===== config.mk =====
export PLATFORM = sky130hd
export DESIGN_NAME = sccb_target
export DESIGN_NICKNAME = d
export VERILOG_FILES = /design/src/rtl/sccb_target.sv
export SDC_FILE = /design/constraint.sdc
export NUM_CORES = 2
export LEC_CHECK = 0
export BUFFER_PORTS_ARGS = -buffer_cell sky130_fd_sc_hd__buf_2
export CELL_PAD_IN_SITES_DETAIL_PLACEMENT = 1
export CELL_PAD_IN_SITES_GLOBAL_PLACEMENT = 1
export CORE_ASPECT_RATIO = 1.25
export CORE_MARGIN = 1
export CORE_UTILIZATION = 55
export DETAILED_ROUTE_END_ITERATION = 10
export HOLD_SLACK_MARGIN = 0.03
export PLACE_DENSITY = 0.88
export SLEW_MARGIN = 30
export SYNTH_ARGS = -nofsm -noshare
export SYNTH_HDL_FRONTEND = slang
export SYNTH_SLANG_ARGS = --single-unit

===== constraint.sdc =====
create_clock -name clk -period 3.9 [get_ports clk]
set_input_delay 0.585 -clock clk [delete_from_list [all_inputs] [get_ports clk]]
set_output_delay 0.585 -clock clk [all_outputs]
set_load 0.02 [all_outputs]

===== src/rtl/sccb_target.sv =====
// sccb_target: SCCB (I2C-like) target with a 256x8 register file.
//
// The initiator addresses the target with an 8-bit ID. Bit 0 of the ID
// selects write (0) or read (1).
//   Write: ID, then a sub-address byte that sets the pointer, then any number
//          of data bytes, each committed to register[pointer].
//   Read:  ID, then bytes from register[pointer] until the host answers NA.
// Writing sub-address 8'h12 with data bit 7 set clears every register.
//
// Ports
//   clk       system clock, rising edge
//   rst       synchronous active-high reset
//   sioc      SCCB clock from the initiator (asynchronous)
//   siod_in   sensed SIOD level (asynchronous)
//   siod_oe   1 = pull SIOD low (open-drain)
//   wr_valid  one-clk pulse per committed data byte
//   wr_addr   sub-address of the committed byte
//   wr_data   committed data byte
//   dbg_addr  local read-port address
//   dbg_data  register[dbg_addr], combinational
//   busy      high while a transaction to this device is in progress
//
// Build option
//   SCCB_TARGET_AUTOINC_EN: when defined, the pointer advances (mod 256)
//   after each written or read byte. Otherwise the pointer stays fixed.
module sccb_target #(
  parameter logic [7:0] DEV_ID      = 8'h42,
  parameter int         SYNC_STAGES = 2
) (
  input  logic       clk,
  input  logic       rst,
  input  logic       sioc,
  input  logic       siod_in,
  output logic       siod_oe,
  output logic       wr_valid,
  output logic [7:0] wr_addr,
  output logic [7:0] wr_data,
  input  logic [7:0] dbg_addr,
  output logic [7:0] dbg_data,
  output logic       busy
);

  typedef enum logic [3:0] {
    ST_IDLE      = 4'd0,
    ST_ID        = 4'd1,
    ST_ID_ACK    = 4'd2,
    ST_SUB       = 4'd3,
    ST_SUB_ACK   = 4'd4,
    ST_WDAT      = 4'd5,
    ST_WDAT_ACK  = 4'd6,
    ST_RDAT      = 4'd7,
    ST_RDAT_HOST = 4'd8
  } state_t;

  // Pointer step after each byte; fixed unless auto-increment is built in.
  function automatic logic [7:0] next_ptr(input logic [7:0] p);
`ifdef SCCB_TARGET_AUTOINC_EN
    return p + 8'd1;
`else
    return p;
`endif
  endfunction

  logic [SYNC_STAGES-1:0] sioc_sync_r;
  logic [SYNC_STAGES-1:0] siod_sync_r;
  logic                   sioc_d_r;
  logic                   siod_d_r;
  logic                   sioc_s;
  logic                   siod_s;
  logic                   sioc_rise_s;
  logic                   sioc_fall_s;
  logic                   start_s;
  logic                   stop_s;
  logic [7:0]             byte_next_s;

  state_t     state_r;
  logic [3:0] bit_cnt_r;
  logic [7:0] shift_r;
  logic [7:0] ptr_r;
  logic [7:0] rd_byte_r;
  logic       rw_r;
  logic       ack_phase_r;
  logic [7:0] regs_r [256];

  // Synchronizers. They reset to 1 because the idle bus is high.
  always_ff @(posedge clk) begin
    if (rst) begin
      sioc_sync_r <= '1;
      siod_sync_r <= '1;
      sioc_d_r    <= 1'b1;
      siod_d_r    <= 1'b1;
    end else begin
      sioc_sync_r <= {sioc_sync_r[SYNC_STAGES-2:0], sioc};
      siod_sync_r <= {siod_sync_r[SYNC_STAGES-2:0], siod_in};
      sioc_d_r    <= sioc_s;
      siod_d_r    <= siod_s;
    end
  end

  assign sioc_s      = sioc_sync_r[SYNC_STAGES-1];
  assign siod_s      = siod_sync_r[SYNC_STAGES-1];
  assign sioc_rise_s = sioc_s & ~sioc_d_r;
  assign sioc_fall_s = ~sioc_s & sioc_d_r;
  // START and STOP require SIOC to be high on both sides of the SIOD edge.
  assign start_s     = sioc_s & sioc_d_r & siod_d_r & ~siod_s;
  assign stop_s      = sioc_s & sioc_d_r & ~siod_d_r & siod_s;
  assign byte_next_s = {shift_r[6:0], siod_s};
  assign dbg_data    = regs_r[dbg_addr];

  // Protocol FSM, register file and registered outputs.
  always_ff @(posedge clk) begin
    if (rst) begin
      state_r     <= ST_IDLE;
      bit_cnt_r   <= 4'd0;
      shift_r     <= 8'h00;
      ptr_r       <= 8'h00;
      rd_byte_r   <= 8'h00;
      rw_r        <= 1'b0;
      ack_phase_r <= 1'b0;
      siod_oe     <= 1'b0;
      wr_valid    <= 1'b0;
      wr_addr     <= 8'h00;
      wr_data     <= 8'h00;
      busy        <= 1'b0;
      for (int i = 0; i < 256; i++) begin
        regs_r[i] <= 8'h00;
      end
    end else begin
      wr_valid <= 1'b0;
      if (start_s) begin
        // A repeated START drops any partial byte.
        state_r     <= ST_ID;
        bit_cnt_r   <= 4'd0;
        shift_r     <= 8'h00;
        ack_phase_r <= 1'b0;
        siod_oe     <= 1'b0;
        busy        <= 1'b0;
      end else if (stop_s) begin
        state_r     <= ST_IDLE;
        bit_cnt_r   <= 4'd0;
        shift_r     <= 8'h00;
        ack_phase_r <= 1'b0;
        siod_oe     <= 1'b0;
        busy        <= 1'b0;
      end else begin
        case (state_r)
          ST_IDLE: begin
            siod_oe <= 1'b0;
          end
          ST_ID: begin
            if (sioc_rise_s) begin
              shift_r <= byte_next_s;
              if (bit_cnt_r == 4'd7) begin
                bit_cnt_r <= 4'd0;
                if (byte_next_s[7:1] == DEV_ID[7:1]) begin
                  rw_r    <= byte_next_s[0];
                  busy    <= 1'b1;
                  state_r <= ST_ID_ACK;
                end else begin
                  state_r <= ST_IDLE;
                end
              end else begin
                bit_cnt_r <= bit_cnt_r + 4'd1;
              end
            end
          end
          ST_SUB, ST_WDAT: begin
            if (sioc_rise_s) begin
              shift_r <= byte_next_s;
              if (bit_cnt_r == 4'd7) begin
                bit_cnt_r <= 4'd0;
                if (state_r == ST_SUB) begin
                  ptr_r   <= byte_next_s;
                  state_r <= ST_SUB_ACK;
                end else begin
                  wr_valid <= 1'b1;
                  wr_addr  <= ptr_r;
                  wr_data  <= byte_next_s;
                  if ((ptr_r == 8'h12) && byte_next_s[7]) begin
                    for (int i = 0; i < 256; i++) begin
                      regs_r[i] <= 8'h00;
                    end
                  end else begin
                    regs_r[ptr_r] <= byte_next_s;
                  end
                  ptr_r   <= next_ptr(ptr_r);
                  state_r <= ST_WDAT_ACK;
                end
              end else begin
                bit_cnt_r <= bit_cnt_r + 4'd1;
              end
            end
          end
          ST_ID_ACK, ST_SUB_ACK, ST_WDAT_ACK: begin
            // The first falling edge starts the ACK bit; the second ends it.
            if (sioc_fall_s) begin
              if (!ack_phase_r) begin
                siod_oe     <= 1'b1;
                ack_phase_r <= 1'b1;
              end else begin
                ack_phase_r <= 1'b0;
                bit_cnt_r   <= 4'd0;
                if ((state_r == ST_ID_ACK) && rw_r) begin
                  rd_byte_r <= regs_r[ptr_r];
                  siod_oe   <= ~regs_r[ptr_r][7];
                  state_r   <= ST_RDAT;
                end else if (state_r == ST_ID_ACK) begin
                  siod_oe <= 1'b0;
                  state_r <= ST_SUB;
                end else begin
                  siod_oe <= 1'b0;
                  state_r <= ST_WDAT;
                end
              end
            end
          end
          ST_RDAT: begin
            if (sioc_rise_s) begin
              bit_cnt_r <= bit_cnt_r + 4'd1;
            end else if (sioc_fall_s) begin
              if (bit_cnt_r == 4'd8) begin
                // Release the line so the host can answer ACK/NA.
                siod_oe     <= 1'b0;
                bit_cnt_r   <= 4'd0;
                ack_phase_r <= 1'b0;
                ptr_r       <= next_ptr(ptr_r);
                state_r     <= ST_RDAT_HOST;
              end else begin
                siod_oe <= ~rd_byte_r[3'd7 - bit_cnt_r[2:0]];
              end
            end
          end
          ST_RDAT_HOST: begin
            siod_oe <= 1'b0;
            if (sioc_rise_s) begin
              if (siod_s) begin
                state_r <= ST_IDLE;
              end else begin
                ack_phase_r <= 1'b1;
              end
            end else if (sioc_fall_s && ack_phase_r) begin
              ack_phase_r <= 1'b0;
              bit_cnt_r   <= 4'd0;
              rd_byte_r   <= regs_r[ptr_r];
              siod_oe     <= ~regs_r[ptr_r][7];
              state_r     <= ST_RDAT;
            end
          end
          default: begin
            state_r <= ST_IDLE;
            siod_oe <= 1'b0;
          end
        endcase
      end
    end
  end

endmodule

==> flow_results.org <==
** Run status
- Run status :: complete, but fails checks
- Violated checks :: slew limit, setup timing

** Synth
- Yosys instantiated no cell more often than edfxtp_1.
- After synthesis, the most frequently instantiated cells are edfxtp_1 (2,048), and2_1 (1,712), mux4_2 (1,180).
- After synthesis, flip-flops and latches occupy between 50% and 60% of the total area.
- Post-Syn Area per Cell :: approximately 15 µm²
- The synthesized design contains ~2,000 enable-type register cells.
- Top area cells in the synthesized netlist :: edfxtp_1 (54%), mux4_2 (23%), and2_1 (9.4%), and3_1 (1.9%), clkbuf_1 (1.9%)
- The mapped netlist covers 113,000 µm².
- Fraction of synthesized cell area taken by the top area cell type :: a little over half
- During synthesis, Yosys emitted a total of 0 warnings.
- Synthesis produced approximately 7,500 cells.
- Share of async-settable or async-resettable flops after synthesis :: 0%
- Post-synthesis cell type count :: approximately 70
- Flip-flop and latch count after synthesis :: approximately 2,100
- Yosys top cell by area :: edfxtp_1
- Among all flip-flop cells after synthesis, the most frequent one is edfxtp_1.
- The number of nets in the synthesized netlist is between 7,000 and 8,000.

** Finish
- For this run, the post-layout net count is 7,657.
- Proportion of layout cells with a drive suffix above 1 :: between 30% and 40%
- The area growth from synthesis to layout is 12.7%.
- Once layout is complete, the utilization of the core stands at 62.3%.
- Fill cells in the final layout number between 15,000 and 20,000.

** Worst setup path
- Along the worst path, the maximum fanout reaches 2.
- STA puts the critical path data required time at 3.31 ns.
- In this run the critical register-to-register path is captured at siod_oe.
- Setup slack, reg-to-reg :: -0.11 ns
- Category of the most critical setup path :: reg2out
- In this run the worst setup path terminates at dbg_data[4].
- Sort of element at the start of the critical path :: register
- The worst setup path is captured at a primary output.
- Critical path data arrival time :: 3.90 ns
- The worst register-to-register path has a depth of 8.
- The critical path starts at regs_r[36][4].

** STA
- On the final layout, the worst clock skew is approximately 0.065 ns.
- Worst path setup slack after routing :: -0.588 ns
- Timing-limited maximum frequency :: 0.223 GHz
- # setup viols final :: 16
- Number of max-slew violations in the final report :: 42
- Dividing the final minimum period by the clock period gives 115%.
- Setup repair after global routing could not meet its margin everywhere.
- Counting I/O delays and the setup requirement, the final critical path takes approximately 4.5 ns.
- The number of hold violations in the final report is 0.
- Measured against its own limit, the worst slew margin works out to -6.83%.
- At the pin with the least slew margin, the transition time is roughly 1.6 ns.

** Global route
- Entering global routing, the biggest net connects about 170 pins.
- The first global-routing pass estimated 612,000 µm of wire.
- The number of antenna violations at the first check in global routing was 16.
- Global routing finished with a remaining overflow of 0.
- Across every metal layer, demand over resource in global routing totals between 40% and 50%.
- The number of global-route vias before repair was approximately 80,000.

** Drt
- In the final routed layout, each cell accounts on average for a little over 40 µm.
- For this run, design rule violations remaining after detail routing come to 0.
- Number of DRC markers after the initial detailed-route iteration :: ~13,000
- The detail route stage leaves a number of antenna-violating nets equal to 0.
- Final routed wirelength across all metal layers :: ~430,000 µm
- Router iterations before antenna repair :: 6
- Total via count after detailed routing :: around 80,000
- Mean number of vias per cell :: about 7.6

** Clocking
- The clock passes through at most 4 buffers.
- H-tree Lvls :: 4
- Clock-pin slew on the worst setup and hold paths :: approximately 0.060 ns
- Clock latency on the worst-skew pair :: roughly 0.95 ns
- The number of clock buffers added by TritonCTS is roughly 210.
- TritonCTS clock tree :: done
- The tree is rooted in a clkbuf_16.
- Sinks on Clock Net :: between 2,000 and 2,500

** Job
- The tool flagged a number of max-cap violations equal to 0.

** Min path
- The min-delay analysis places its worst path in the category in2reg.
- The worst hold path was traced through 2 stages.

** Pwr
- IR analysis of the VDD net gives a maximum drop of around 0.35 mV.
- The completed layout was analyzed and its total power is ~53 mW.
- For this design the static power due to leakage is ~44 nW.
- P per Cell Area :: a little over 400 nW/µm²

** Floorplan
- From left edge to right edge, the die measures a little over 400 µm.
- Die height :: roughly 510 µm
- Floorplan Core Area :: approximately 210,000 µm²
- Die area :: 208,000 µm²
- I/O pin count :: 39
- Initial standard-cell utilization of the core :: a little under three fifths
- Row count :: between 150 and 200

** Placement
- Pre-CTS setup slack :: -0.888 ns
- The wire-length estimate of the detail-placed layout is roughly 300,000 µm.
- At the end of routability-driven placement, the weighted congestion stood at about 1.
- Number of port buffers :: 38
[per-stage QoR]
stage          area (µm²)  setup TNS, ns  cells  hold WS (ns)
5_1_grt            128000          -3.80  10500         0.204
3_5_place_dp       120000          -6.58  10100         0.400
6_report           128000          -4.40  10500         0.221
2_1_floorplan      113000              0   7462         0.389
4_1_cts            128000          -3.30  10500         0.178
3_3_place_gp       120000          -8.44  10100         0.397
[sequential cells by signal (all words and copies together) (netlist names), named ones only]
signal       flops
sioc_sync_r      2
shift_r          7
busy             1
wr_valid         1
siod_d_r         1
regs_r        2048
bit_cnt_r        4
siod_sync_r      2
siod_oe          1
rw_r             1
wr_addr          8
rd_byte_r        8
wr_data          8
state_r          4
sioc_d_r         1
ack_phase_r      1
ptr_r            8
[critical path: stages (launching register included)]
cell	delay [ns]
edfxtp_1	0.44
mux4_2	0.49
mux4_2	0.59
a22oi_2	0.44
buf_4	0.22
nand2_4	0.06
a22oi_2	0.25
buf_4	0.20
o221ai_4	0.12
buf_6	0.18
[how the worst min path moves through the flow]
stage                                 to  slack (ns)            from
final                         wr_data[3]        0.22             rst
after global routing          wr_data[3]        0.20             rst
after CTS                     wr_data[3]        0.18             rst
after detailed placement  siod_sync_r[1]        0.40  siod_sync_r[0]
after global placement    siod_sync_r[1]        0.40  siod_sync_r[0]
after floorplan           sioc_sync_r[1]        0.39  sioc_sync_r[0]
[cells in the final DEF, fill, tap and decap left out, types with 52 or more instances in the layout]
cell          n
dfxtp_1      52
and2_1     1710
buf_4       583
mux4_2     1180
edfxtp_1   2048
and3_1      353
a21oi_1      58
o21ai_0     179
clkbuf_16   214
nand2_1     115
mux2i_1      97
a22oi_1     101
nor2_1      278
buf_12      103
[area by class of cell]
class	instances	area [µm²]	area share (%)
tap	2726	3410	2.67
clock inverter	123	1260	0.983
antenna	9	22.5	0.0176
inverter	16	60.1	0.0470
clock buffer	262	5580	4.36
multi-input combinational	4560	47700	37.4
sequential	2114	62900	49.2
timing repair buffer	735	6870	5.38
[layer usage]
layer	share of wire, %	global-route usage, %
met3	13	11.0
met2	47	66.3
met4	9.0	29.6
met5	0.018	0
met1	31	49.2
[where the power goes]
group          internal [mW]  leakage (nW)  total (mW)  switching, mW
registers               26.0          20.0        26.9          0.923
logic                   2.12          20.2        4.59           2.47
clock network           11.7          3.35        21.0           9.35
[cells by family after synthesis]
family	count (synthesis)	synth area share (%)
flip-flops	2114	55.4
XOR/XNOR	1	0.00773
AND/OR/NAND/NOR	2662	13.7
other	1	0.00331
AO/OA/AOI/OAI	603	3.47
adder cells (fa/ha/maj)	5	0.0552
buffers and inverters	788	2.91
multiplexers	1288	24.4
[repair_timing]
item	4_1_cts	5_1_grt
hold endpoints to repair	2	0
pin swaps	16	10
resized for setup	74	18
endpoints found under the setup margin	77	10
hold buffers	2	0
setup buffers	12	5
No activity file was read; power rests on OpenSTA's default activity.
